==> src/rtl/ex_pkg.sv <==
// Shared definitions for the MIPS execute stage.
// Bundle bit positions, ALU op/funct codes, ALU control, FSM and EX/MEM types.
package ex_pkg;

    localparam int EX_REGDST   = 14;
    localparam int EX_ALUSRC   = 13;
    localparam int EX_ALUOP_HI = 12;
    localparam int EX_ALUOP_LO = 11;
    localparam int EX_SHAMT_HI = 10;
    localparam int EX_SHAMT_LO = 6;
    localparam int EX_FUNCT_HI = 5;
    localparam int EX_FUNCT_LO = 0;

    localparam int WB_REGWRITE = 1;

    localparam logic [1:0] OP_ADD   = 2'b00;
    localparam logic [1:0] OP_SUB   = 2'b01;
    localparam logic [1:0] OP_FUNCT = 2'b10;
    localparam logic [1:0] OP_OR    = 2'b11;

    localparam logic [5:0] F_ADD  = 6'h20;
    localparam logic [5:0] F_SUB  = 6'h22;
    localparam logic [5:0] F_AND  = 6'h24;
    localparam logic [5:0] F_OR   = 6'h25;
    localparam logic [5:0] F_SLT  = 6'h2A;
    localparam logic [5:0] F_SLL  = 6'h00;
    localparam logic [5:0] F_SRL  = 6'h02;
    localparam logic [5:0] F_MULT = 6'h18;
    localparam logic [5:0] F_MFHI = 6'h10;
    localparam logic [5:0] F_MFLO = 6'h12;

    typedef enum logic [3:0] {
        ALU_NOP,
        ALU_ADD,
        ALU_SUB,
        ALU_AND,
        ALU_OR,
        ALU_SLT,
        ALU_SLL,
        ALU_SRL,
        ALU_MULT,
        ALU_MFHI,
        ALU_MFLO
    } alu_ctrl_e;

    typedef enum logic {
        S_IDLE = 1'b0,
        S_BUSY = 1'b1
    } mul_state_e;

    typedef struct packed {
        logic [31:0] alu;
        logic [31:0] wdata;
        logic [4:0]  dst;
        logic [1:0]  m;
        logic [1:0]  wb;
    } exmem_t;

    function automatic alu_ctrl_e alu_decode(
        input logic [1:0] op,
        input logic [5:0] fn
    );
        alu_ctrl_e c;
        c = ALU_NOP;
        case (op)
            OP_ADD: c = ALU_ADD;
            OP_SUB: c = ALU_SUB;
            OP_OR:  c = ALU_OR;
            default: begin
                case (fn)
                    F_ADD:   c = ALU_ADD;
                    F_SUB:   c = ALU_SUB;
                    F_AND:   c = ALU_AND;
                    F_OR:    c = ALU_OR;
                    F_SLT:   c = ALU_SLT;
                    F_SLL:   c = ALU_SLL;
                    F_SRL:   c = ALU_SRL;
                    F_MULT:  c = ALU_MULT;
                    F_MFHI:  c = ALU_MFHI;
                    F_MFLO:  c = ALU_MFLO;
                    default: c = ALU_NOP;
                endcase
            end
        endcase
        return c;
    endfunction

endpackage

==> src/rtl/ex_stage_alu.sv <==
// Combinational ALU for the execute stage.
// Ports: a, b operands; shamt shift amount (applied to b); ctrl op; result.
module alu
    import ex_pkg::*;
(
    input  logic [31:0] a,
    input  logic [31:0] b,
    input  logic [4:0]  shamt,
    input  alu_ctrl_e   ctrl,
    output logic [31:0] result
);

    always_comb begin
        result = '0;
        case (ctrl)
            ALU_ADD: result = a + b;
            ALU_SUB: result = a - b;
            ALU_AND: result = a & b;
            ALU_OR:  result = a | b;
            ALU_SLT: result = {31'b0, ($signed(a) < $signed(b))};
            ALU_SLL: result = b << shamt;
            ALU_SRL: result = b >> shamt;
            default: result = '0;
        endcase
    end

endmodule

==> src/rtl/ex_stage.sv <==
// MIPS execute stage: forwarding, ALU, multi-cycle multiplier and EX/MEM reg.
// Ports: ID/EX operands/control in, MEM/WB forward in, stall and exmem_* out.
module ex_stage
    import ex_pkg::*;
#(
    parameter int MULT_LAT = 4
)
(
    input  logic        clk,
    input  logic        rst,
    input  logic [63:0] data_in,
    input  logic [31:0] imm_in,
    input  logic [14:0] ex_in,
    input  logic [1:0]  m_in,
    input  logic [1:0]  wb_in,
    input  logic [4:0]  rs_addr,
    input  logic [4:0]  rt_addr,
    input  logic [4:0]  rd_addr,
    input  logic        memwb_reg_write,
    input  logic [4:0]  memwb_dst,
    input  logic [31:0] memwb_data,
    output logic        stall,
    output logic [31:0] exmem_alu,
    output logic [31:0] exmem_wdata,
    output logic [4:0]  exmem_dst,
    output logic [1:0]  exmem_m,
    output logic [1:0]  exmem_wb
);

    localparam int CW = (MULT_LAT > 1) ? $clog2(MULT_LAT) : 1;
    localparam logic [CW-1:0] CNT_INIT = CW'(MULT_LAT - 1);

    logic [31:0] rs_data, rt_data;
    logic [31:0] fwd_rs, fwd_rt;
    logic [31:0] alu_b, alu_res, result;
    alu_ctrl_e   ctrl;
    logic        is_mult, is_mdu;
    logic        issue, done;

    mul_state_e  state, state_d;
    logic [CW-1:0] cnt;
    logic signed [31:0] op_a, op_b;
    logic signed [63:0] prod;
    logic [31:0] hi, lo;

    exmem_t exmem;

    assign rs_data = data_in[63:32];
    assign rt_data = data_in[31:0];

    assign ctrl = alu_decode(ex_in[EX_ALUOP_HI:EX_ALUOP_LO],
                             ex_in[EX_FUNCT_HI:EX_FUNCT_LO]);

    assign is_mult = (ctrl == ALU_MULT);
    assign is_mdu  = is_mult || (ctrl == ALU_MFHI) || (ctrl == ALU_MFLO);

    // EX/MEM result is newer than MEM/WB, so it is checked first.
    always_comb begin
        fwd_rs = rs_data;
        if (exmem.wb[WB_REGWRITE] && exmem.dst != '0 &&
            exmem.dst == rs_addr)
            fwd_rs = exmem.alu;
        else if (memwb_reg_write && memwb_dst != '0 &&
                 memwb_dst == rs_addr)
            fwd_rs = memwb_data;
    end

    always_comb begin
        fwd_rt = rt_data;
        if (exmem.wb[WB_REGWRITE] && exmem.dst != '0 &&
            exmem.dst == rt_addr)
            fwd_rt = exmem.alu;
        else if (memwb_reg_write && memwb_dst != '0 &&
                 memwb_dst == rt_addr)
            fwd_rt = memwb_data;
    end

    assign alu_b = ex_in[EX_ALUSRC] ? imm_in : fwd_rt;

    alu u_alu (
        .a      (fwd_rs),
        .b      (alu_b),
        .shamt  (ex_in[EX_SHAMT_HI:EX_SHAMT_LO]),
        .ctrl   (ctrl),
        .result (alu_res)
    );

    always_comb begin
        result = alu_res;
        if (ctrl == ALU_MFHI)
            result = hi;
        else if (ctrl == ALU_MFLO)
            result = lo;
    end

    always_ff @(posedge clk) begin
        if (rst)
            state <= S_IDLE;
        else
            state <= state_d;
    end

    always_comb begin
        state_d = state;
        case (state)
            S_IDLE:  if (is_mult) state_d = S_BUSY;
            S_BUSY:  if (cnt == '0) state_d = S_IDLE;
            default: state_d = S_IDLE;
        endcase
    end

    // A held mfhi/mflo keeps stalling on the HI/LO write cycle itself.
    always_comb begin
        issue = (state == S_IDLE) && is_mult;
        done  = (state == S_BUSY) && (cnt == '0);
        stall = (state == S_BUSY) && is_mdu;
    end

    assign prod = 64'(op_a) * 64'(op_b);

    always_ff @(posedge clk) begin
        if (rst) begin
            cnt  <= '0;
            op_a <= '0;
            op_b <= '0;
            hi   <= '0;
            lo   <= '0;
        end else begin
            if (issue) begin
                op_a <= fwd_rs;
                op_b <= fwd_rt;
                cnt  <= CNT_INIT;
            end else if (state == S_BUSY && cnt != '0) begin
                cnt <= cnt - 1'b1;
            end
            if (done)
                {hi, lo} <= prod;
        end
    end

    // mult itself never writes a register or memory.
    always_ff @(posedge clk) begin
        if (rst || stall) begin
            exmem <= '0;
        end else begin
            exmem.alu   <= result;
            exmem.wdata <= fwd_rt;
            exmem.dst   <= ex_in[EX_REGDST] ? rd_addr : rt_addr;
            exmem.m     <= is_mult ? 2'b00 : m_in;
            exmem.wb    <= is_mult ? 2'b00 : wb_in;
        end
    end

    assign exmem_alu   = exmem.alu;
    assign exmem_wdata = exmem.wdata;
    assign exmem_dst   = exmem.dst;
    assign exmem_m     = exmem.m;
    assign exmem_wb    = exmem.wb;

endmodule
==> config.mk <==
export PLATFORM = sky130hd
export DESIGN_NAME = ex_stage
export DESIGN_NICKNAME = d
export VERILOG_FILES = /design/src/rtl/ex_pkg.sv /design/src/rtl/ex_stage_alu.sv /design/src/rtl/ex_stage.sv
export SDC_FILE = /design/constraint.sdc
export NUM_CORES = 2
export LEC_CHECK = 0
export CAP_MARGIN = 30
export CORE_UTILIZATION = 35
export CTS_BUF_LIST = sky130_fd_sc_hd__clkbuf_2
export DETAILED_ROUTE_END_ITERATION = 8
export PLACE_DENSITY_LB_ADDON = 0.3
export SLEW_MARGIN = 20
export SYNTH_ARGS = -nofsm -noshare
export SYNTH_HDL_FRONTEND = slang
export SYNTH_SLANG_ARGS = --single-unit
==> constraint.sdc <==
create_clock -name clk -period 20 [get_ports clk]
set_clock_uncertainty 0.2 [all_clocks]
set_input_delay 4 -clock clk [delete_from_list [all_inputs] [get_ports clk]]
set_output_delay 4 -clock clk [all_outputs]
set_load 0.005 [all_outputs]
Word level (Yosys, flattened, before mapping)
Index checks and enable logic that the tools add are counted.

operators by class
  add/subtract/negate cells = 3
  multiply operators = 1
  order comparisons = 1
  equal/unequal tests = 25
  shift operators = 2
  multiplexer cells = 16
  bitwise gates (word level) = 3
  reduce and logical (&&, ||, !) cells = 21

operators with widths
  cell                                            count
  two-way mux 32 bit                              7
  one-hot mux 32 bit (7 select lines)             1
  multiplier 32 x 32 -> 64 bit                    1
  one-hot mux 4 bit (10 select lines)             1
  adder 32 bit                                    1
  bitwise AND 32 bit                              1
  < comparator 32 bit                             1
  OR 32 bit                                       1
  << shifter 32 x 5 -> 32 bit                     1
  right shift 32 x 5 -> 32 bit                    1
  subtractor 32 bit                               1
  == test 6 bit (second input constant)           5
  == test 5 bit                                   4
  == test 6 x 5 -> 1 bit (second input constant)  3
  == test 4 x 3 -> 1 bit (second input constant)  4
  == test 4 bit (second input constant)           3
  one-hot mux 4 bit (3 select lines)              1
  logical AND 1 bit                               10
  nonzero test 5 bit                              2
  == test 4 x 2 -> 1 bit (second input constant)  2
  == test 6 x 2 -> 1 bit (second input constant)  1
  logical NOT 6 bit                               1
  two-way mux 5 bit                               1
  == test 4 x 1 -> 1 bit (second input constant)  1
  other kinds (11)                                17

word-level totals
  flip-flop bits (word level) = 204
  bits of input ports = 170
  output and inout bits = 74
  word-level logic and storage cells = 83

Logic depth before layout (Yosys ltp)
  depth after elaboration = 10
  depth in mapped cells = 29
  depth with buffers taken out = 27

By module
A second synthesis with hierarchy kept.

second synthesis, totals
  cell total of the unflattened synthesis = 6,261
  area, all modules = 53,772.8 µm²

by module, submodules not included
  module    times used  cells an instance  area an instance (µm²)  sequential area each (µm²)
  ex_stage  1           5,012              45,466.1                4,083.9
  alu       1           1,249              8,306.7                 0.0

Worst setup path before layout
OpenSTA, ideal clock, no wires.

  path kind = input port to flip-flop
  from = input memwb_dst[2]
  to = register exmem, in the netlist exmem_alu[29]
  library setup time = 119 ps
  arrival = 8,566 ps
  required time = 19,681 ps
  slack = 11,115 ps
  stages on the path = 20
  path buffers = 3
  cells stage by stage = nor3_1 -> and2_1 -> buf_2 -> clkbuf_1 -> nor3_1 -> clkbuf_1 -> mux2i_1 -> o21ai_0 -> inv_1 -> ha_1 -> o21bai_1 -> o211ai_1 -> a31oi_1 -> o211ai_1 -> o21ai_0 -> a21oi_1 -> o21ai_0 -> xor2_1 -> o22ai_1 -> o221a_1

on the way
  elaborated cells on any way between the ends = 20
  classes of those cells = add/sub (2); eq/ne (2); shift (2); mux (8); bitwise (2); reduce/logical (4)

RTL lines
  item                                                      line                                    RTL
  start: declaration                                        ex_stage.sv:20                          input logic [4:0] memwb_dst,
  nonzero test 5 bit                                        ex_stage.sv:63                          else if (memwb_reg_write && memwb_dst != '0 &&
  logical AND 1 bit                                         ex_stage.sv:63
  logical AND 1 bit (*)                                     ex_stage.sv:63
  two-way mux 32 bit (*)                                    ex_stage.sv:63
  two-way mux 32 bit (*)                                    ex_stage.sv:60                          if (exmem.wb[WB_REGWRITE] && exmem.dst != '0 &&
  named net fwd_rs[1]                                       ex_stage.sv:34                          logic [31:0] fwd_rs, fwd_rt;
  subtractor 32 bit / adder 32 bit (equally long branches)  ex_stage_alu.sv:17, ex_stage_alu.sv:16
  one-hot mux 32 bit (7 select lines) (*)                   ex_stage_alu.sv:15                      case (ctrl)
  two-way mux 32 bit (*)                                    ex_stage.sv:92                          else if (ctrl == ALU_MFLO)
  two-way mux 32 bit (*)                                    ex_stage.sv:90                          if (ctrl == ALU_MFHI)
  end: declaration                                          ex_stage.sv:46                          exmem_t exmem;

The timed path passes the listed nets; every way through them passes the cells marked *.
A chain may end at the register's enable or synchronous reset.

Worst setup path after layout
  from = input ex_in[4]
  to = output stall

on the way
  word-level cells in the longest chain between the ends = 7
  elaborated cells on any way between the ends = 18
  classes of those cells = eq/ne (12); mux (2); reduce/logical (4)

RTL lines
  item                                            line                            RTL
  start: declaration                              ex_stage.sv:13                  input logic [14:0] ex_in,
  == test 6 x 5 -> 1 bit (tied with other cells)  ex_pkg.sv:70                    case (fn)
  one-hot mux 4 bit (10 select lines) (*)         ex_pkg.sv:70
  one-hot mux 4 bit (3 select lines) (*)          ex_pkg.sv:65                    case (op)
  == test 4 bit (on tied branches)                ex_stage.sv:54, ex_stage.sv:55
  logical OR 1 bit                                ex_stage.sv:55                  assign is_mdu = is_mult || (ctrl == ALU_MFHI) || (ctrl == ALU_MFLO);
  logical OR 1 bit (*)                            ex_stage.sv:55
  logical AND 1 bit (*)                           ex_stage.sv:116                 stall = (state == S_BUSY) && is_mdu;
  end: declaration                                ex_stage.sv:22                  output logic stall,

Mark *: on every way between the ends. The rest lies on a longest branch, timed or not.

==> impl_results.md <==
- Outcome: complete, no violations
- Setup ws final: 9798 ps
- DP Wirelength: 176.5 mm
- RSZ-0062 raised after global routing: false
- CTS root buffer: clkbuf_2
- Setup_tns: 0 ps
- Worst EP arrival: 6000 ps
- Dpl ws: 9130 ps
- Final setup fails: 0
- Vert. Die Dim: roughly 400 um
- CP startpoint kind: primary input
- Top-count cell post-synth: inv_1
- Largest net degree at the start of global routing: 65
- Number of DRC markers in iteration 0: 3265
- Worst-Margin Slew: 1193 ps
- CP Max Fanout: 7
- Crit path from: ex_in[4]
- Final core occ: a little under 40%
- Critical path type: in -> out
- Number of global-route vias before repair: 48160
- Largest area contributor in the netlist: fa_1
- Avg Cell Area, Syn: 8.711 um2
- Fmax: between 0.09 and 0.1 GHz
- Later-pin clock latency in the skew report: between 1000 and 1500 ps
- Clock buffer depth: 3
- Die footprint: 157000 um2
- Area delta synth->final: 9.475%
- Synth top area cells: fa_1 40%, inv_1 7.5%, dfxtp_1 7.5%, ha_1 6.5%, and2_1 6.3%
- Post-synth top area share: 39.91%
- DR pass1 iterations: 6
- TritonCTS clock tree: yes
- Total CTS buffers: 58
- Area of the core: 154200 um2
- Drt total wl: 212.7 mm
- PwrDens: 22.48 nW/um2
- Hold path startpoint: op_a[29]$_SDFFE_PP0P_
- Reg clk slew, reported paths: roughly 80 ps
- GRT met1 Usage: 35.46%
- FF-to-FF Start: op_a[13]$_SDFFE_PP0P_
- CTS Hold Bufs: 0
- Vias/cell: roughly 5.4
- Number of I/O pins: 244
- Wirelength per Cell: 25.36 um
- Top cells by count, synth: 1093 x inv_1, 1084 x fa_1, 903 x nand2_1, 549 x and2_1, 361 x clkbuf_1
- Non-Filler Instances: 8387
- Crit path buffers/inverters: 2
- Sequential share of the synthesized area: 7.510%
- Rel. slew slack: 20.47%
- Fin. Hold Viols: 0
- Final min period: between 10000 and 15000 ps
- Max-Cap Viols: 0
- Fin. max-slew vios: 0
- Number of synthesized flops with an enable pin: 0
- Critical path cell sequence: clkdlybuf4s50_1 -> nor3b_1 -> and3_1 -> and2_1 -> clkdlybuf4s50_1
- Critical path's top delay family: buffers and inverters
- First-pass GRT wire length: 323.1 mm
- HP Class: reg -> reg
- # DRC: 0
- Setup Buffers After CTS: 0
- Synth async-reset ratio: 0%
- Worst IR Drop VDD: 0.02564 mV
- Peak per-stage delay on the critical path: around 570 ps
- Clk sinks: 204
- Via count: roughly 45000
- Met2 capacity usage during global routing: 44.76%
- Cell area after synthesis: ~54000 um2
- Final ANT Viol Nets: 0
- Worst path most repeated cell: clkdlybuf4s50_1
- CP max-delay cell: clkdlybuf4s50_1
- GRT Total Usage: 27.52%
- Syn_nets: 7778
- Row count: 144
- Leak: 27.37 nW
- Crit path required time: 15800 ps
- Initial antenna violation count: 10
- Pwr Total: 1.338 mW
- Ys Warns: 0
- Die X-Extent: 396.2 um
- Share of cells above drive strength 1: 6.774%
- Overflow after GRT: 0
- RD Place Congestion: 1.060
- Critical path endpoint category: primary output
- Mapped Cells: 6243
- Placed Instances: 8276
- Top_reg_cell synth: dfxtp_1
- Distinct cells, synth: between 90 and 100
- Fin crit share: between 50% and 60%
- Met3 usage in global routing: 4.056%
- Htree depth: 2
- Busiest grt layer: met2
- Post-layout net count: 7832
- #FFs+latches synth: 204
- R2R setup slack: 10290 ps
- IO buf count: between 200 and 250
- Starting Density: between 30% and 40%
- Resized Gates After CTS: 0
-- through the flow --
stage	hold WS, ps	instance area, um2
2_1_floorplan	210.9	54380
5_1_grt	278.3	59520
3_5_place_dp	246.0	58990
3_3_place_gp	220.0	58960
4_1_cts	259.4	59480
6_report	255.2	59530
-- cell families (layout without fill, tap and decap cells) --
logic type	Yosys count	in the layout	share of synthesized area (%)
AND/OR/NAND/NOR	1926	1926	17.11
XOR/XNOR	82	82	1.321
adder cells (fa/ha/maj)	1365	1365	46.37
multiplexers	178	178	5.018
buffers and inverters	1512	1602	10.60
flip-flops	204	204	7.510
AO/OA/AOI/OAI	976	976	12.07
other	0	10	0
-- per-layer routing --
| metal | wire length, um | vias to the layer above |
|---|---|---|
| met1 | 87140 | 23370 |
| met5 | 39 | - |
| li1 | - | 19880 |
| met4 | 13620 | 6 |
| met3 | 13580 | 440 |
| met2 | 98350 | 1770 |
-- placed cells by master (no fill, tap or decap), types with 30 or more instances in the layout --
master | netlist | layout
nand4_1 | 53 | 53
nor3_1 | 74 | 70
a21oi_1 | 274 | 274
mux2i_1 | 82 | 81
and2_1 | 549 | 548
fa_1 | 1084 | 1084
nor2_1 | 165 | 162
o31ai_1 | 43 | 43
a31oi_1 | 62 | 62
clkbuf_2 | 0 | 79
clkdlybuf4s50_1 | 0 | 239
o21ai_0 | 196 | 195
mux4_2 | 69 | 69
inv_1 | 1093 | 1092
dfxtp_1 | 204 | 199
a211oi_1 | 32 | 32
buf_4 | 4 | 152
xnor2_1 | 62 | 62
a21o_1 | 62 | 62
nand3_1 | 52 | 52
ha_1 | 281 | 281
nand2_1 | 903 | 902
a221oi_1 | 30 | 30
-- area by class of cell --
| class | count | area, um2 |
|---|---|---|
| antenna | 10 | 25.02 |
| clock buffer | 77 | 385.4 |
| clock inverter | 19 | 106.4 |
| fill | 15800 | 94700 |
| inverter | 1103 | 4140 |
| multi-input combinational | 4527 | 44630 |
| sequential | 204 | 4090 |
| tap | 2044 | 2557 |
| timing repair buffer | 403 | 3602 |
-- registers in the layout (all words and copies together), names as in the netlist --
signal	flops
state	1
exmem_dst	5
op_b	32
op_a	32
hi	32
exmem_wdata	32
exmem_m	2
cnt	2
exmem_alu	32
lo	32
exmem_wb	2
-- worst reg2reg max path, cell delays in order, from the launching register on --
cell and delay (ps):
dfxtp_1 690, buf_4 440, nand2_1 170, fa_1 550
inv_1 50, fa_1 500, inv_1 50, fa_1 480
inv_1 50, fa_1 480, fa_1 570, fa_1 470
fa_1 570, fa_1 480, ha_1 480, nand4_1 210
or2_2 330, a2111oi_0 860, o31ai_1 330, a41oi_1 610
o21ai_0 300, a32oi_1 300, xnor2_1 130, a211oi_1 240
-- power breakdown --
| group | internal (mW) | total (mW) | switching (mW) |
|---|---|---|---|
| clock | 0.118 | 0.332 | 0.214 |
| sequential | 0.420 | 0.456 | 0.0357 |
| combinational | 0.206 | 0.551 | 0.345 |
| total | 0.744 | 1.34 | 0.595 |
-- final timing paths --
check / to / cells past startpoint
worst max-delay path: stall / 5
worst min-delay path: op_a[29]$_SDFFE_PP0P_ / 2
worst max register to register: hi[29]$_SDFFE_PP0P_ / 23
worst min register to register: op_a[29]$_SDFFE_PP0P_ / 2
Power figures use the tool's default switching activity.
